`src/rtl/alu_mem_stage_pkg.sv`:
```
// Shared constants for the ALU-to-memory pipeline stage.
// Holds the access-size encodings, default widths and the width of one stage entry.
package alu_mem_stage_pkg;

    localparam logic [1:0] MEM_BYTE   = 2'd0;
    localparam logic [1:0] MEM_HALF   = 2'd1;
    localparam logic [1:0] MEM_WORD   = 2'd2;
    localparam logic [1:0] MEM_DOUBLE = 2'd3;

    localparam int DATA_W_DEF     = 32;
    localparam int REG_ADDR_W_DEF = 5;

    // Entry = address, store data, byte enables, rd/wr/uns, size, reg_write, wb_addr, misaligned.
    function automatic int entry_w(int dw, int rw);
        return 2 * dw + dw / 8 + rw + 7;
    endfunction

endpackage

```
`src/rtl/alu_mem_stage_store_align.sv`:
```
// Store lane alignment: replicates rs2 to the access size, shifts it into its
// byte lanes, builds byte enables and flags misaligned accesses.
module mem_store_align
    import alu_mem_stage_pkg::*;
#(
    parameter int DATA_W      = DATA_W_DEF,
    parameter int ALIGN_CHECK = 1,
    parameter int NB          = DATA_W / 8,
    parameter int OFF_W       = $clog2(NB)
) (
    input  logic [OFF_W-1:0]  i_off,
    input  logic [1:0]        i_size,
    input  logic [DATA_W-1:0] i_rs2,
    input  logic              i_write,
    output logic [DATA_W-1:0] o_store_data,
    output logic [NB-1:0]     o_byte_en,
    output logic              o_misaligned
);

    logic [DATA_W-1:0] w_rep;
    logic [7:0]        w_mask;
    logic [15:0]       w_be_wide;
    logic [2:0]        w_off3;
    logic              w_mis_raw;

    always_comb begin
        w_rep     = i_rs2;
        w_mask    = 8'h01;
        w_mis_raw = 1'b0;
        w_off3    = 3'(i_off);
        case (i_size)
            MEM_BYTE: begin
                w_rep  = {NB{i_rs2[7:0]}};
                w_mask = 8'h01;
            end
            MEM_HALF: begin
                w_rep     = {(NB/2){i_rs2[15:0]}};
                w_mask    = 8'h03;
                w_mis_raw = w_off3[0];
            end
            MEM_WORD: begin
                w_rep     = {(NB/4){i_rs2[31:0]}};
                w_mask    = 8'h0F;
                w_mis_raw = (w_off3[1:0] != 2'b00);
            end
            default: begin
                w_rep     = i_rs2;
                w_mask    = 8'hFF;
                // A 32-bit datapath has no double-word access at all.
                w_mis_raw = (DATA_W == 32) || (w_off3 != 3'b000);
            end
        endcase
        w_be_wide = {8'h00, w_mask} << i_off;
    end

    assign o_store_data = w_rep << {i_off, 3'b000};
    assign o_misaligned = (ALIGN_CHECK != 0) && w_mis_raw;
    assign o_byte_en    = (i_write && !o_misaligned) ? w_be_wide[NB-1:0] : '0;

endmodule

```
`src/rtl/alu_mem_stage.sv`:
```
// Elastic ALU->MEM pipeline stage: main + skid entry with a registered ready,
// flush, store lane alignment and misalignment suppression.
module alu_mem_stage
    import alu_mem_stage_pkg::*;
#(
    parameter int DATA_W      = DATA_W_DEF,
    parameter int REG_ADDR_W  = REG_ADDR_W_DEF,
    parameter int ALIGN_CHECK = 1
) (
    input  logic                  clk,
    input  logic                  rst,
    input  logic                  flush,
    input  logic                  in_valid,
    output logic                  in_ready,
    input  logic [DATA_W-1:0]     alu_result_in,
    input  logic [DATA_W-1:0]     rs2_in,
    input  logic                  mem_read_in,
    input  logic                  mem_write_in,
    input  logic [1:0]            mem_size_in,
    input  logic                  mem_unsigned_in,
    input  logic                  reg_write_in,
    input  logic [REG_ADDR_W-1:0] wb_addr_in,
    output logic                  out_valid,
    input  logic                  out_ready,
    output logic [DATA_W-1:0]     data_out,
    output logic [DATA_W-1:0]     store_data_out,
    output logic [DATA_W/8-1:0]   byte_en_out,
    output logic                  mem_read_out,
    output logic                  mem_write_out,
    output logic                  mem_unsigned_out,
    output logic [1:0]            mem_size_out,
    output logic                  reg_write_out,
    output logic [REG_ADDR_W-1:0] wb_addr_out,
    output logic                  misaligned_out
);

    localparam int NB    = DATA_W / 8;
    localparam int OFF_W = $clog2(NB);
    localparam int EW    = entry_w(DATA_W, REG_ADDR_W);

    typedef struct packed {
        logic [DATA_W-1:0]     data;
        logic [DATA_W-1:0]     sdata;
        logic [NB-1:0]         be;
        logic                  rd;
        logic                  wr;
        logic                  uns;
        logic [1:0]            size;
        logic                  rw;
        logic [REG_ADDR_W-1:0] wb;
        logic                  mis;
    } entry_t;

    logic [EW-1:0]     r_main, r_skid;
    logic              r_main_v, r_skid_v;
    logic [DATA_W-1:0] w_sdata;
    logic [NB-1:0]     w_be;
    logic              w_mis, w_acc, w_pop;
    entry_t            w_in, w_head;

    mem_store_align #(
        .DATA_W      (DATA_W),
        .ALIGN_CHECK (ALIGN_CHECK)
    ) u_align (
        .i_off        (alu_result_in[OFF_W-1:0]),
        .i_size       (mem_size_in),
        .i_rs2        (rs2_in),
        .i_write      (mem_write_in),
        .o_store_data (w_sdata),
        .o_byte_en    (w_be),
        .o_misaligned (w_mis)
    );

    // Misaligned entries keep the address for trap reporting but lose all side effects.
    always_comb begin
        w_in.data  = alu_result_in;
        w_in.sdata = w_sdata;
        w_in.be    = w_be;
        w_in.rd    = mem_read_in && !w_mis;
        w_in.wr    = mem_write_in && !w_mis;
        w_in.uns   = mem_unsigned_in;
        w_in.size  = mem_size_in;
        w_in.rw    = reg_write_in && !w_mis;
        w_in.wb    = wb_addr_in;
        w_in.mis   = w_mis;
    end

    assign in_ready = !r_skid_v && !rst;
    assign w_acc    = in_valid && in_ready;
    assign w_pop    = r_main_v && out_ready;

    always_ff @(posedge clk) begin
        if (rst) begin
            r_main_v <= 1'b0;
            r_skid_v <= 1'b0;
            r_main   <= '0;
            r_skid   <= '0;
        end else if (flush) begin
            r_main_v <= 1'b0;
            r_skid_v <= 1'b0;
        end else if (!r_main_v || w_pop) begin
            if (r_skid_v) begin
                r_main   <= r_skid;
                r_main_v <= 1'b1;
                r_skid   <= w_in;
                r_skid_v <= w_acc;
            end else begin
                if (w_acc)
                    r_main <= w_in;
                r_main_v <= w_acc;
            end
        end else if (w_acc) begin
            r_skid   <= w_in;
            r_skid_v <= 1'b1;
        end
    end

    assign w_head           = r_main;
    assign out_valid        = r_main_v;
    assign data_out         = w_head.data;
    assign store_data_out   = w_head.sdata;
    assign byte_en_out      = w_head.be;
    assign mem_read_out     = w_head.rd;
    assign mem_write_out    = w_head.wr;
    assign mem_unsigned_out = w_head.uns;
    assign mem_size_out     = w_head.size;
    assign reg_write_out    = w_head.rw;
    assign wb_addr_out      = w_head.wb;
    assign misaligned_out   = w_head.mis;

endmodule

```
`config.mk`:
```
export PLATFORM = sky130hd
export DESIGN_NAME = alu_mem_stage
export DESIGN_NICKNAME = d
export VERILOG_FILES = /design/src/rtl/alu_mem_stage_pkg.sv /design/src/rtl/alu_mem_stage_store_align.sv /design/src/rtl/alu_mem_stage.sv
export SDC_FILE = /design/constraint.sdc
export NUM_CORES = 1
export LEC_CHECK = 0
export BUFFER_PORTS_ARGS = -buffer_cell sky130_fd_sc_hd__buf_4
export CAP_MARGIN = 5
export CORE_MARGIN = 8
export CORE_UTILIZATION = 46
export CTS_BUF_LIST = sky130_fd_sc_hd__clkbuf_4 sky130_fd_sc_hd__clkbuf_8
export DETAILED_ROUTE_END_ITERATION = 10
export PLACE_DENSITY = 0.69
export SYNTH_ARGS = -nofsm -noshare
export SYNTH_HDL_FRONTEND = slang
export SYNTH_SLANG_ARGS = --single-unit
```
`constraint.sdc`:
```
create_clock -name clk -period 3.4 [get_ports clk]
set_input_delay 0.17 -clock clk [delete_from_list [all_inputs] [get_ports clk]]
set_output_delay 0.17 -clock clk [all_outputs]
set_load 0.005 [all_outputs]
```
Word-level counts from Yosys, hierarchy flattened

Cells that the tools add are included.

Add/subtract/negate cells: 0
Muxes and demuxes: 12
Eq/ne operators: 3
Shifts and indexed selects: 2
Bitwise operators: 1
Multiply operators: 0
Magnitude comparators: 0
Div/mod/pow operators: 0
Reductions and logical operators: 18

Operator list:

| kind                 | number |
|---|---|
| $mux W80             | 4 |
| $pmux W32 S2         | 1 |
| $shl A32 B5 Y32      | 1 |
| $pmux W8 S3          | 1 |
| $shl A8 B2 Y4        | 1 |
| $logic_and A1 B1 Y1  | 6 |
| $reduce_and A3 Y1    | 2 |
| $reduce_bool A2 Y1   | 3 |
| $logic_not A1 Y1     | 4 |
| $mux W1              | 4 |
| $mux W4              | 1 |
| $pmux W1 S3          | 1 |
| $eq A2 B1 Y1 const B | 1 |
| $eq A2 B2 Y1 const B | 1 |
| $logic_not A2 Y1     | 1 |
| $ne A2 B2 Y1 const B | 1 |
| $reduce_or A2 Y1     | 1 |
| $logic_or A1 B1 Y1   | 1 |
| $not A1 Y1           | 1 |

Bits in latches: 0
Word-level logic and storage cells: 40
Bits in registers: 162
Memory bits (writable): 0
Memory bits (read-only): 0
Memories kept: 0
Output and inout bits: 82

Logic depth before layout (Yosys ltp)

Gate-level depths: netlist of run 1.

Depth after elaboration: 7
Depth in mapped cells: 7
Depth with buffers taken out: 4

Cells and area by module

From an unflattened synthesis of run 1, not the netlist that was laid out.

Cell total of the unflattened synthesis: 706
Area total of the unflattened synthesis: 7,043.0 um^2

Modules (own cells, without submodules):

| module          | times used | cells each | area each (um^2) |
|---|---|---|---|
| alu_mem_stage   | 1          | 553        | 6,000.8 |
| mem_store_align | 1          | 153        | 1,042.2 |

Least setup slack after synthesis of run 1

OpenSTA, ideal clock, no wires.

Path type: register -> register
From: register r_main_v, in the netlist out_valid
To: register r_skid[59]
Stages on the path, launching flop included: 8
Data required time: 3.268 ns
Buffers on the path: 3
Setup slack: 1.945 ns
Arrival: 1.323 ns
Setup time: 0.132 ns
Clock period less this slack: 1.455 ns
Cells stage by stage: dfxtp_1 -> nand2b_1 -> buf_2 -> mux2_2 -> buf_4 -> buf_4 -> nand3_1 -> a21oi_1

Word-level cells in the longest chain between the ends: 4
Elaborated cells between the ends (all ways): 7

Ends and longest elaborated chain:

| item                                                                | line                                      | text |
|---|---|---|
| from (decl)                                                         | alu_mem_stage.sv:55                       | `logic r_main_v, r_skid_v;` |
| from (signal assigned)                                              | alu_mem_stage.sv:110                      | `r_main_v <= w_acc;` |
| $logic_not A1 Y1 or $logic_and A1 B1 Y1 (tied branches)             | alu_mem_stage.sv:101, alu_mem_stage.sv:90 |  |
| $logic_or A1 B1 Y1 (*)                                              | alu_mem_stage.sv:101                      | `end else if (!r_main_v \|\| w_pop) begin` |
| $ne A2 B2 Y1 (no source line) or $reduce_bool A2 Y1 (tied branches) | --                                        |  |
| $reduce_and A3 Y1 (no source line)                                  | --                                        |  |
| to (signal assigned)                                                | alu_mem_stage.sv:105                      | `r_skid <= w_in;` |
| to (signal assigned)                                                | alu_mem_stage.sv:113                      | `r_skid <= w_in;` |
| to (decl)                                                           | alu_mem_stage.sv:54                       | `logic [EW-1:0] r_main, r_skid;` |

Every way passes the cells marked *; elsewhere a longest branch is shown, timed or not.
A chain may end at the register's enable or synchronous reset.

Worst setup path after layout of run 1

From: register r_main_v, in the netlist out_valid
To: register r_skid[53]

Same word-level chain as after synthesis.

==> results of run 1 <==
-- registers in the layout, summed over array words and instances, names as in the netlist --
name,flops
r_skid_v,1
r_skid,80
r_main,80
out_valid,1
-- metrics by stage --
stage	hold slack [ns]	area [µm²]
finish	0.03984	9774
global route	0.01775	9774
CTS	0.001147	9774
detailed placement	0.4487	8874
global placement	0.4439	8874
floorplan	0.3177	7706
-- repair_timing --
item	in CTS	in global routing
endpoints found under the hold margin	47	0
hold buffers	45	0
setup endpoints to repair	0	0
-- layout by cell type, fill, tap and decap left out, types with 2 or more instances in the layout --
| master | Yosys | layout |
|---|---|---|
| or3b_1 | 8 | 8 |
| a211oi_1 | 60 | 60 |
| mux2i_1 | 54 | 54 |
| a21oi_1 | 99 | 99 |
| o311ai_0 | 8 | 8 |
| o21ai_1 | 4 | 4 |
| nor2_1 | 77 | 77 |
| a2bb2oi_1 | 2 | 2 |
| mux2_2 | 9 | 9 |
| bufinv_16 | 0 | 4 |
| clkbuf_4 | 0 | 3 |
| o41ai_1 | 7 | 7 |
| clkinv_2 | 0 | 2 |
| dfxtp_1 | 162 | 161 |
| nor2b_1 | 11 | 11 |
| and3b_1 | 3 | 3 |
| nand4b_1 | 17 | 17 |
| nand3_1 | 41 | 41 |
| nor3_1 | 18 | 18 |
| o21ai_0 | 87 | 87 |
| nand3b_1 | 15 | 15 |
| o211ai_1 | 4 | 4 |
| clkbuf_8 | 0 | 20 |
| dlygate4sd3_1 | 0 | 45 |
| nand2_1 | 12 | 12 |
| nor4bb_1 | 8 | 8 |
| nand2b_1 | 6 | 6 |
| nand4_1 | 11 | 11 |
| a221oi_1 | 9 | 9 |
| nor3b_1 | 16 | 16 |
| a311oi_1 | 10 | 10 |
| nor4_1 | 9 | 9 |
| o211a_1 | 3 | 2 |
| a21o_1 | 2 | 2 |
| buf_12 | 0 | 2 |
| or3b_2 | 2 | 2 |
| buf_4 | 5 | 171 |
| clkinvlp_4 | 0 | 3 |
-- worst min-delay path, delay by kind of cell --
kind	cells	cell delay, ns
compound gates	1	0.05
buf+inv	1	0.15
simple gates	1	0.08
-- routing by layer --
metal	up-vias	GRT usage (%)	wire length, µm
li1	3597	-	-
met1	3512	28.44	10520
met2	254	34.77	11430
met3	19	6.126	1699
met4	0	5.362	273
met5	-	0	0
-- power groups by stage --
stage,Sequential (µW),Combinational (µW),Clock (µW)
after detailed placement,2030,534,0
after global placement,2030,529,0
after CTS,1980,578,1620
after floorplan,2020,287,0
final,1980,580,1590
after global routing,1990,628,1700
-- logic make-up (layout without fill, tap and decap cells) --
kind of cell              after synthesis  count (layout)  share of synthesized area (%)
and+or+nand+nor                       257             257                          18.96
AOI/OAI and AO/OA                     304             304                          24.42
xor gates and xnor gates                1               1                         0.1137
muxes                                  64              64                          8.622
buffers and inverters                 103             251                          5.796
DFF                                   162             162                          42.08
-- layout make-up --
class                   count  area, µm²
clock inverters             9      152.6
multi-input cells         626       4024
clock buffers              23      297.8
well taps                 220      275.3
repair buffers            218       1774
inverters                   1      3.754
flip-flops and latches    162       3247
fillers                  1482       6691
-- how the worst max path moves through the flow --
stage                    from          to  slack [ns]  cells past startpoint
floorplan           out_valid  r_skid[59]        1.95                      7
global placement        flush  r_main[13]        1.10                      6
detailed placement      flush  r_main[13]        0.99                      6
CTS                 out_valid  r_skid[77]        1.20                      5
global route        out_valid  r_skid[75]        1.06                      5
finish              out_valid  r_skid[53]        1.17                      5
==> results.md, run 1 <==
- Seq/Total Area, Yosys: 42.08%
- Synth area leaders: dfxtp_1, mux2i_1, a21oi_1, a211oi_1, o21ai_0
- CTS root buf: clkbuf_8
- Setup repair bufs after CTS: 0
- Maximum vdd drop: around 260 µV
- Leak Pwr: 0.003505 µW
- Average size of a mapped cell: 8.649 µm²
- Achievable Freq: 448.6 MHz
- Main flop type after synthesis: dfxtp_1
- RR Startpoint: out_valid
- First-pass GRT wire length: 38120 µm
- CTS Sinks: ~160
- Max incr delay on CP: around 0.9 ns
- Syn nets: approximately 970
- Final Critical Period: 2.229 ns
- Final nets: 1106
- Flop pwr share: 47.7%
- Cell Rows: 47
- WP data arrival: 2.61 ns
- Slowest cell on crit path: mux2_2
- WL final: 23930 µm
- Later-pin clock latency in the skew report: 0.46 ns
- Switch share: 25.42%
- Clock transition at path regs: roughly 0.09 ns
- DR vias: 7382
- Routed Antenna Nets: 0
- Starting Density: 46.80%
- Share of cells above drive strength 1: 21.56%
- Worst Tran Pin Value: a little under 1 ns
- Yosys warns: 0
- Router iterations before antenna repair: 5
- Post-synth top cells: dfxtp_1, a21oi_1, o21ai_0
- Max Cap Viol: 0
- Syn Std Cell Area: just under 0.008 mm²
- PortBufs: 161
- Hold Path Class: input port to register
- GPL Wtd Cong: 0.8130
- Startpoint types: register
- Hold path depth: 3
- Async SR Flop Fraction: 0%
- Reg2Reg Depth: 5
- Sw power: 1056 µW
- CP Cell Sequence: nand2b_1 > mux2_2 > buf_4 > nand3_1 > a21oi_1
- Grt ovf: 0
- Pwr dens: 424.9 mW/mm²
- Yosys top cell by area: dfxtp_1
- Hold Crit Endpoint: r_skid[23]
- Setup CP Type: register to register
- GRT Util Overall: 21.77%
- R2R Setup Slk: 1.17 ns
- WL/cell: 19.01 µm
- Int Pwr: 3097 µW
- Num CTS Buffers: 17
- Non-Filler Instances: 1259
- R2r endpoint: r_skid[53]
- Pre-CTS setup slack: 0.9925 ns
- Count of pins over their slew limit: 0
- Clk_skew: 0.009684 ns
- Status: finished clean
- Largest net degree at the start of global routing: 94
- Ant diodes: 0
- Clock power share: 38.3%
- H-tree lvl count: 4
- CP endpoint kind: register
- Die Ht: 145.4 µm
- Cell count after synthesis: 891
- Vias in the first global route: 6943
- Distinct cell type count after synthesis: 50
- Area grow syn2layout: 26.84%
- Dpl cells: between 1k and 1.5k
- Max_slew headroom: 34.69%
- CTS tree: done
- WP buf/inv: 1
- RSZ-0062 raised after global routing: no
- Synthesis-stage register bit count: between 150 and 200
- Worst EP required: 3.78 ns
- Max clock buf depth: 2
- Die Area: between 0.02 and 0.025 mm²
- Worst-path fanout max: 42
- Setup TNS: 0 ns
- Initial drt markers: approximately 660
- Hold path start: rs2_in[7]
- Core Region: 0.01647 mm²
- Layout Utilization: 59.36%
- DRC Markers: 0
- Number of synthesized flops with an enable pin: 0
- Final WS setup: approximately 1.2 ns
- I/O pin cnt: 162
- Period utilization: 65.56%
- Top cell type's share of synthesized area: 42.08%
- CP top delay family: multiplexers
- Vias per cell: just under 6
- Initial antenna violation count: 0
- CTS resizes: 0
- Post-DP HPWL: ~15000 µm
- Die width: 145.4 µm
- Gate power share: around 14%
- Final Power: 4153 µW
- Final setup fails: 0
- Cell with the most instances after synthesis: dfxtp_1
- Final hold vios: 0
No activity file was read; power rests on OpenSTA's default activity.
==> run 2: changes to the inputs <==
==> constraint.sdc (replaced) <==
create_clock -name clk -period 2.12 [get_ports clk]
set_input_delay 0.106 -clock clk [delete_from_list [all_inputs] [get_ports clk]]
set_output_delay 0.106 -clock clk [all_outputs]
set_load 0.005 [all_outputs]
==> results.md, run 2 (same netlist as run 1, synthesis figures left out) <==
- WL final: 24220 µm (was 23930 µm)
- Starting Density: 46.80% (unchanged)
- Later-pin clock latency in the skew report: 0.46 ns (about the same)
- Period utilization: 78.64% (was 65.56%)
- Hold_buf cts: 48 (was 45)
- Vias per cell: 5.910 (was 5.863)
- Most frequent cells in the layout: buf_4, dfxtp_1, a21oi_1, o21ai_0, nor2_1 (unchanged)
- Initial antenna violation count: 0 (unchanged)
- Vias in the first global route: 6961 (was 6943)
- Final hold vios: 0 (unchanged)
- RSZ-0062 raised after global routing: no (unchanged)
- CP Depth: 6 (was 5)
- Final setup fails: 0 (unchanged)
- GRT Util Overall: 21.86% (was 21.77%)
- Max Cap Viol: 0 (unchanged)
- Core Region: 0.01647 mm² (unchanged)
- GPL Wtd Cong: 0.8583 (was 0.8130)
- Die width: 145.4 µm (unchanged)
- Gate power share: 15.3% (was 14.0%)
- DRC Markers: 0 (unchanged)
- DR vias: 7529 (was 7382)
- GRT met1 Usage: 28.09% (was 28.44%)
- Pwr dens: 635.9 mW/mm² (was 424.9 mW/mm²)
- CTS root buf: clkbuf_8 (unchanged)
- Placed cell areas: 0.009009 mm² (was 0.008874 mm²)
- Max_slew headroom: 49.15% (was 34.69%)
- Int Pwr: 4544 µW (was 3097 µW)
- R2r endpoint: r_skid[60] (was r_skid[53])
- Clock transition at path regs: 0.09 ns (about the same)
- H-tree lvl count: 4 (unchanged)
- Max clock buf depth: 2 (unchanged)
- Count of pins over their slew limit: 0 (unchanged)
- Setup CP Type: register to register (unchanged)
- Reg2Reg Depth: 6 (was 5)
- Ant diodes: 0 (unchanged)
- Startpoint types: register (unchanged)
- Critical Path Sink: r_skid[60] (was r_skid[53])
- WL/cell: 19.01 µm (about the same)
- Leak Pwr: 0.003557 µW (was 0.003505 µW)
- Initial drt markers: 679 (was 663)
- Final WS setup: 0.4528 ns (was 1.171 ns)
- Routed Antenna Nets: 0 (unchanged)
- Cell Rows: 47 (unchanged)
- Finished Cell Area: 0.009853 mm² (was 0.009774 mm²)
- Sw power: 1722 µW (was 1056 µW)
- Grt ovf: 0 (unchanged)
- PortBufs: 161 (unchanged)
- Pre-CTS setup slack: 0.3995 ns (was 0.9925 ns)
- CTS Sinks: 162 (unchanged)
- I/O pin cnt: 162 (unchanged)
- Setup repair bufs after CTS: 0 (unchanged)
- Share of cells above drive strength 1: 22.39% (was 21.56%)
- CP Cell Sequence: nand2b_1 > buf_4 > mux2i_4 > buf_4 > o21ai_0 > a21oi_1 (was nand2b_1 > mux2_2 > buf_4 > nand3_1 > a21oi_1)
- WP buf/inv: 2 (was 1)
- Worst-path fanout max: 36 (was 42)
- Flop pwr share: 50.7% (was 47.7%)
- Non-Filler Instances: 1274 (was 1259)
- Worst EP required: 2.50 ns (was 3.78 ns)
- WP data arrival: 2.05 ns (was 2.61 ns)
- Die Area: 0.02115 mm² (unchanged)
- Final nets: 1122 (was 1106)
- Crit path top cell by count: buf_4
- Setup TNS: 0 ns (unchanged)
- Router iterations before antenna repair: 7 (was 5)
- Maximum vdd drop: 387.7 µV (was 259.8 µV)
- Die Ht: 145.4 µm (unchanged)
- Largest registers: r_main x80, r_skid x80 (unchanged)
- Crit path from: out_valid (unchanged)
- Hold Path Class: input port to register (unchanged)
- CTS resizes: 0 (unchanged)
- Clk_skew: 0.009103 ns (was 0.009684 ns)
- R2R Setup Slk: 0.45 ns (was 1.17 ns)
- Most used routing layer: met2 (unchanged)
- Area grow syn2layout: 27.86% (was 26.84%)
- Slowest cell on crit path: buf_4 (was mux2_2)
- First-pass GRT wire length: 38230 µm (was 38120 µm)
- Num CTS Buffers: 17 (unchanged)
- Clock power share: 34.0% (was 38.3%)
- CP endpoint kind: register (unchanged)
- CP top delay family: buffers and inverters (was multiplexers)
- Achievable Freq: 599.8 MHz (was 448.6 MHz)
- RR Startpoint: out_valid (unchanged)
- Hold path start: mem_size_in[1] (was rs2_in[7])
- Final Power: 6266 µW (was 4153 µW)
- Max incr delay on CP: 0.39 ns (was 0.89 ns)
- Dpl cells: 1195 (was 1182)
- Post-DP HPWL: 14960 µm (was 14530 µm)
- Status: finished clean (unchanged)
- CTS tree: done (unchanged)
- Final Critical Period: 1.667 ns (was 2.229 ns)
- Grt met3 use: 4.229% (was 6.126%)
- M2 GR Usage: 35.28% (was 34.77%)
- Worst Tran Pin Value: 0.7627 ns (was 0.9797 ns)
- Switch share: 27.48% (was 25.42%)
- Commonest non-fill, non-tap cell in the layout: buf_4 (unchanged)
- Largest net degree at the start of global routing: 76 (was 94)
[run 2: cell count changes in the layout (fill, tap and decap cells not counted), sizes merged]
cell and delta:
inv +3, buf +13, clkbuf -4, clkinv +4, clkinvlp -1, dlygate4sd3 +3, bufinv -3
[run 2: layer usage]
| layer | vias up | wire length (µm) |
|---|---|---|
| li1 | 3630 | - |
| met1 | 3560 | 10350 |
| met2 | 285 | 11530 |
| met3 | 54 | 1672 |
| met4 | 0 | 661 |
| met5 | - | 0 |
[run 2: worst min-delay path, cell delays in order]
cell,delay (ns)
buf_4,0.18
nand3_1,0.09
a21oi_1,0.06
[run 2: through the flow]
step / util (%) / hold WS (ns)
3_3_place_gp: 54.71 / 0.3800
4_1_cts: 59.84 / 0.006172
3_5_place_dp: 54.71 / 0.3844
6_report: 59.84 / 0.03677
2_1_floorplan: - / 0.2537
5_1_grt: 59.84 / 0.02987
[run 2: power groups by stage]
stage	clock, µW	combinational [µW]	sequential (µW)
detailed placement	0	873	3250
floorplan	0	461	3250
global route	2320	1030	3190
CTS	2190	948	3180
global placement	0	870	3250
finish	2130	956	3180
[run 2: worst min path at each step]
stage,end,slack [ns],cells after the start
floorplan,r_skid[1],0.25,2
detailed placement,r_skid[64],0.38,3
global route,r_skid[8],0.03,3
global placement,r_skid[58],0.38,3
finish,r_skid[8],0.04,3
CTS,r_skid[8],0.006,3
[run 2: cell type report]
| cell class | count | area, µm² |
|---|---|---|
| well taps | 220 | 275.3 |
| inverters | 1 | 3.754 |
| clock inverters | 12 | 108.9 |
| repair buffers | 234 | 1939 |
| clock buffers | 19 | 255.2 |
| fillers | 1478 | 6613 |
| flip-flops and latches | 162 | 3247 |
| multi-input cells | 626 | 4024 |
==> run 3: changes to the inputs <==
==> constraint.sdc (replaced) <==
create_clock -name clk -period 1.6 [get_ports clk]
set_input_delay 0.08 -clock clk [delete_from_list [all_inputs] [get_ports clk]]
set_output_delay 0.08 -clock clk [all_outputs]
set_load 0.005 [all_outputs]
==> results.md, run 3 (same netlist as run 1, synthesis figures left out) <==
- Later-pin clock latency in the skew report: 0.46 ns (about the same)
- Grt met3 use: 4.789% (was 4.229%)
- Core Region: 0.01647 mm² (unchanged)
- Period utilization: 95.37% (was 78.64%)
- Final setup fails: 0 (unchanged)
- Critical Path Sink: r_skid[59] (was r_skid[60])
- Die Ht: 145.4 µm (unchanged)
- Router iterations before antenna repair: 5 (was 7)
- Fill cells: 1441 (was 1478)
- Initial drt markers: 799 (was 679)
- Final hold vios: 0 (unchanged)
- GRT Util Overall: 22.24% (was 21.86%)
- Final nets: 1144 (was 1122)
- Reg2Reg Depth: 5 (was 6)
- CP endpoint kind: register (unchanged)
- Startpoint types: register (unchanged)
- GRT met1 Usage: 28.00% (was 28.09%)
- CTS root buf: clkbuf_8 (unchanged)
- CP Cell Sequence: buf_12 > mux2_4 > buf_8 > nand3_1 > a21oi_1 (was nand2b_1 > buf_4 > mux2i_4 > buf_4 > o21ai_0 > a21oi_1)
- CTS Sinks: 162 (unchanged)
- Pre-CTS setup slack: 0.005747 ns (was 0.3995 ns)
- Final Power: 8579 µW (was 6266 µW)
- Initial antenna violation count: 0 (unchanged)
- Max clock buf depth: 2 (unchanged)
- Largest net degree at the start of global routing: 89 (was 76)
- Share of cells above drive strength 1: 24.42% (was 22.39%)
- Clk_skew: 0.01336 ns (was 0.009103 ns)
- Count of pins over their slew limit: 0 (unchanged)
- WP data arrival: 1.83 ns (was 2.05 ns)
- Achievable Freq: 655.4 MHz (was 599.8 MHz)
- GPL Wtd Cong: 0.8569 (was 0.8583)
- Hold path depth: 4 (was 3)
- Hold Path Class: input port to register (unchanged)
- Most frequent cells in the layout: buf_4, dfxtp_1, a21oi_1, o21ai_0, nor2_1 (unchanged)
- Max Cap Viol: 0 (unchanged)
- Maximum vdd drop: 515.8 µV (was 387.7 µV)
- Area grow syn2layout: 32.78% (was 27.86%)
- Grt ovf: 0 (unchanged)
- DRC Markers: 0 (unchanged)
- WL final: 24320 µm (was 24220 µm)
- Commonest non-fill, non-tap cell in the layout: buf_4 (unchanged)
- DR vias: 7612 (was 7529)
- Layout Utilization: 62.14% (was 59.84%)
- RR Startpoint: r_skid_v (was out_valid)
- Final WS setup: 0.07410 ns (was 0.4528 ns)
- WL/cell: 18.75 µm (was 19.01 µm)
- Worst EP required: 1.90 ns (was 2.50 ns)
- Max_slew headroom: 37.44% (was 49.15%)
- Final Critical Period: 1.526 ns (was 1.667 ns)
- Num CTS Buffers: 17 (unchanged)
- M2 GR Usage: 36.78% (was 35.28%)
- Setup CP Type: register to register (unchanged)
- Slowest cell on crit path: dfxtp_4 (was buf_4)
- Crit path from: r_skid_v (was out_valid)
- Vias in the first global route: 7244 (was 6961)
- Die Area: 0.02115 mm² (unchanged)
- First-pass GRT wire length: 38990 µm (was 38230 µm)
- Vias per cell: 5.869 (was 5.910)
- Routed Antenna Nets: 0 (unchanged)
- Most used routing layer: met2 (unchanged)
- H-tree lvl count: 4 (unchanged)
- Worst-path fanout max: 36 (unchanged)
- Die width: 145.4 µm (unchanged)
- Max incr delay on CP: 0.49 ns (was 0.39 ns)
- Clock transition at path regs: 0.09 ns (about the same)
- PortBufs: 161 (unchanged)
- Largest registers: r_main x80, r_skid x80 (unchanged)
- Starting Density: 46.80% (unchanged)
- Leak Pwr: 0.003737 µW (was 0.003557 µW)
- I/O pin cnt: 162 (unchanged)
- Pwr dens: 838.4 mW/mm² (was 635.9 mW/mm²)
- Cell Rows: 47 (unchanged)
- R2R Setup Slk: 0.07 ns (was 0.45 ns)
- CTS tree: done (unchanged)
- Worst Tran Pin Value: 0.9384 ns (was 0.7627 ns)
- Status: finished clean (unchanged)
- Post-DP HPWL: 15330 µm (was 14960 µm)
- Ant diodes: 0 (unchanged)
- R2r endpoint: r_skid[59] (was r_skid[60])
-- run 3: cell count changes in the layout (fill, tap and decap cells not counted), sizes merged --
cell,delta
inv,+1
buf,+21
bufinv,+1
-- run 3: how the worst min path moves through the flow --
stage	from	endpoint	slack, ns
final	mem_size_in[0]	r_skid[7]	0.06
after CTS	mem_size_in[0]	r_skid[7]	0.04
after floorplan	wb_addr_in[0]	r_skid[1]	0.23
after global routing	mem_size_in[0]	r_skid[7]	0.07
after detailed placement	alu_result_in[13]	r_skid[61]	0.36
after global placement	alu_result_in[18]	r_skid[66]	0.35
-- run 3: area by class of cell --
cell class                 count  area, µm²  share of cell area (%)
clock buffer                  18      247.7                   2.421
timing repair buffer         256       2266                   22.14
sequential                   162       3248                   31.74
clock inverter                14      153.9                   1.504
tap                          220      275.3                   2.690
inverter                       1      3.754                 0.03668
multi-input combinational    626       4038                   39.46
-- run 3: metrics by stage --
stage	setup TNS, ns	instance area (µm²)	cells	hold WS [ns]
after floorplan	0	7706	891	0.2277
after global placement	0	9216	1211	0.3539
after detailed placement	0	9216	1211	0.3595
after CTS	0	10120	1291	0.04179
after global routing	-0.004329	10230	1297	0.06693
final	0	10230	1297	0.06370
-- run 3: layer usage --
layer | up-vias | share of wire (%)
li1 | 3677 | -
met1 | 3651 | 44
met2 | 246 | 49
met3 | 38 | 5.4
met4 | 0 | 2.0
met5 | - | 0
-- run 3: what timing repair did --
action	4_1_cts	5_1_grt
setup endpoints to repair	5	102
gates resized for setup	5	8
endpoints found under the hold margin	86	0
pin swaps	0	2
buffers inserted	0	5
hold buffers	48	0
cloned	0	1
-- run 3: critical path, delay by kind of cell (launching register included) --
| kind | cells | cell delay [ns] |
|---|---|---|
| and+or+nand+nor | 1 | 0.11 |
| AOI/OAI and AO/OA | 1 | 0.07 |
| buffers and inverters | 2 | 0.34 |
| DFF | 1 | 0.49 |
| muxes | 1 | 0.33 |
-- run 3: report_power, final --
part	switching, µW	internal (µW)	leakage (µW)	total, µW
Clock	1590	1450	0.000202	3040
Combinational	686	648	0.00222	1330
Sequential	65.2	4140	0.00132	4210
Total	2340	6240	0.00374	8580
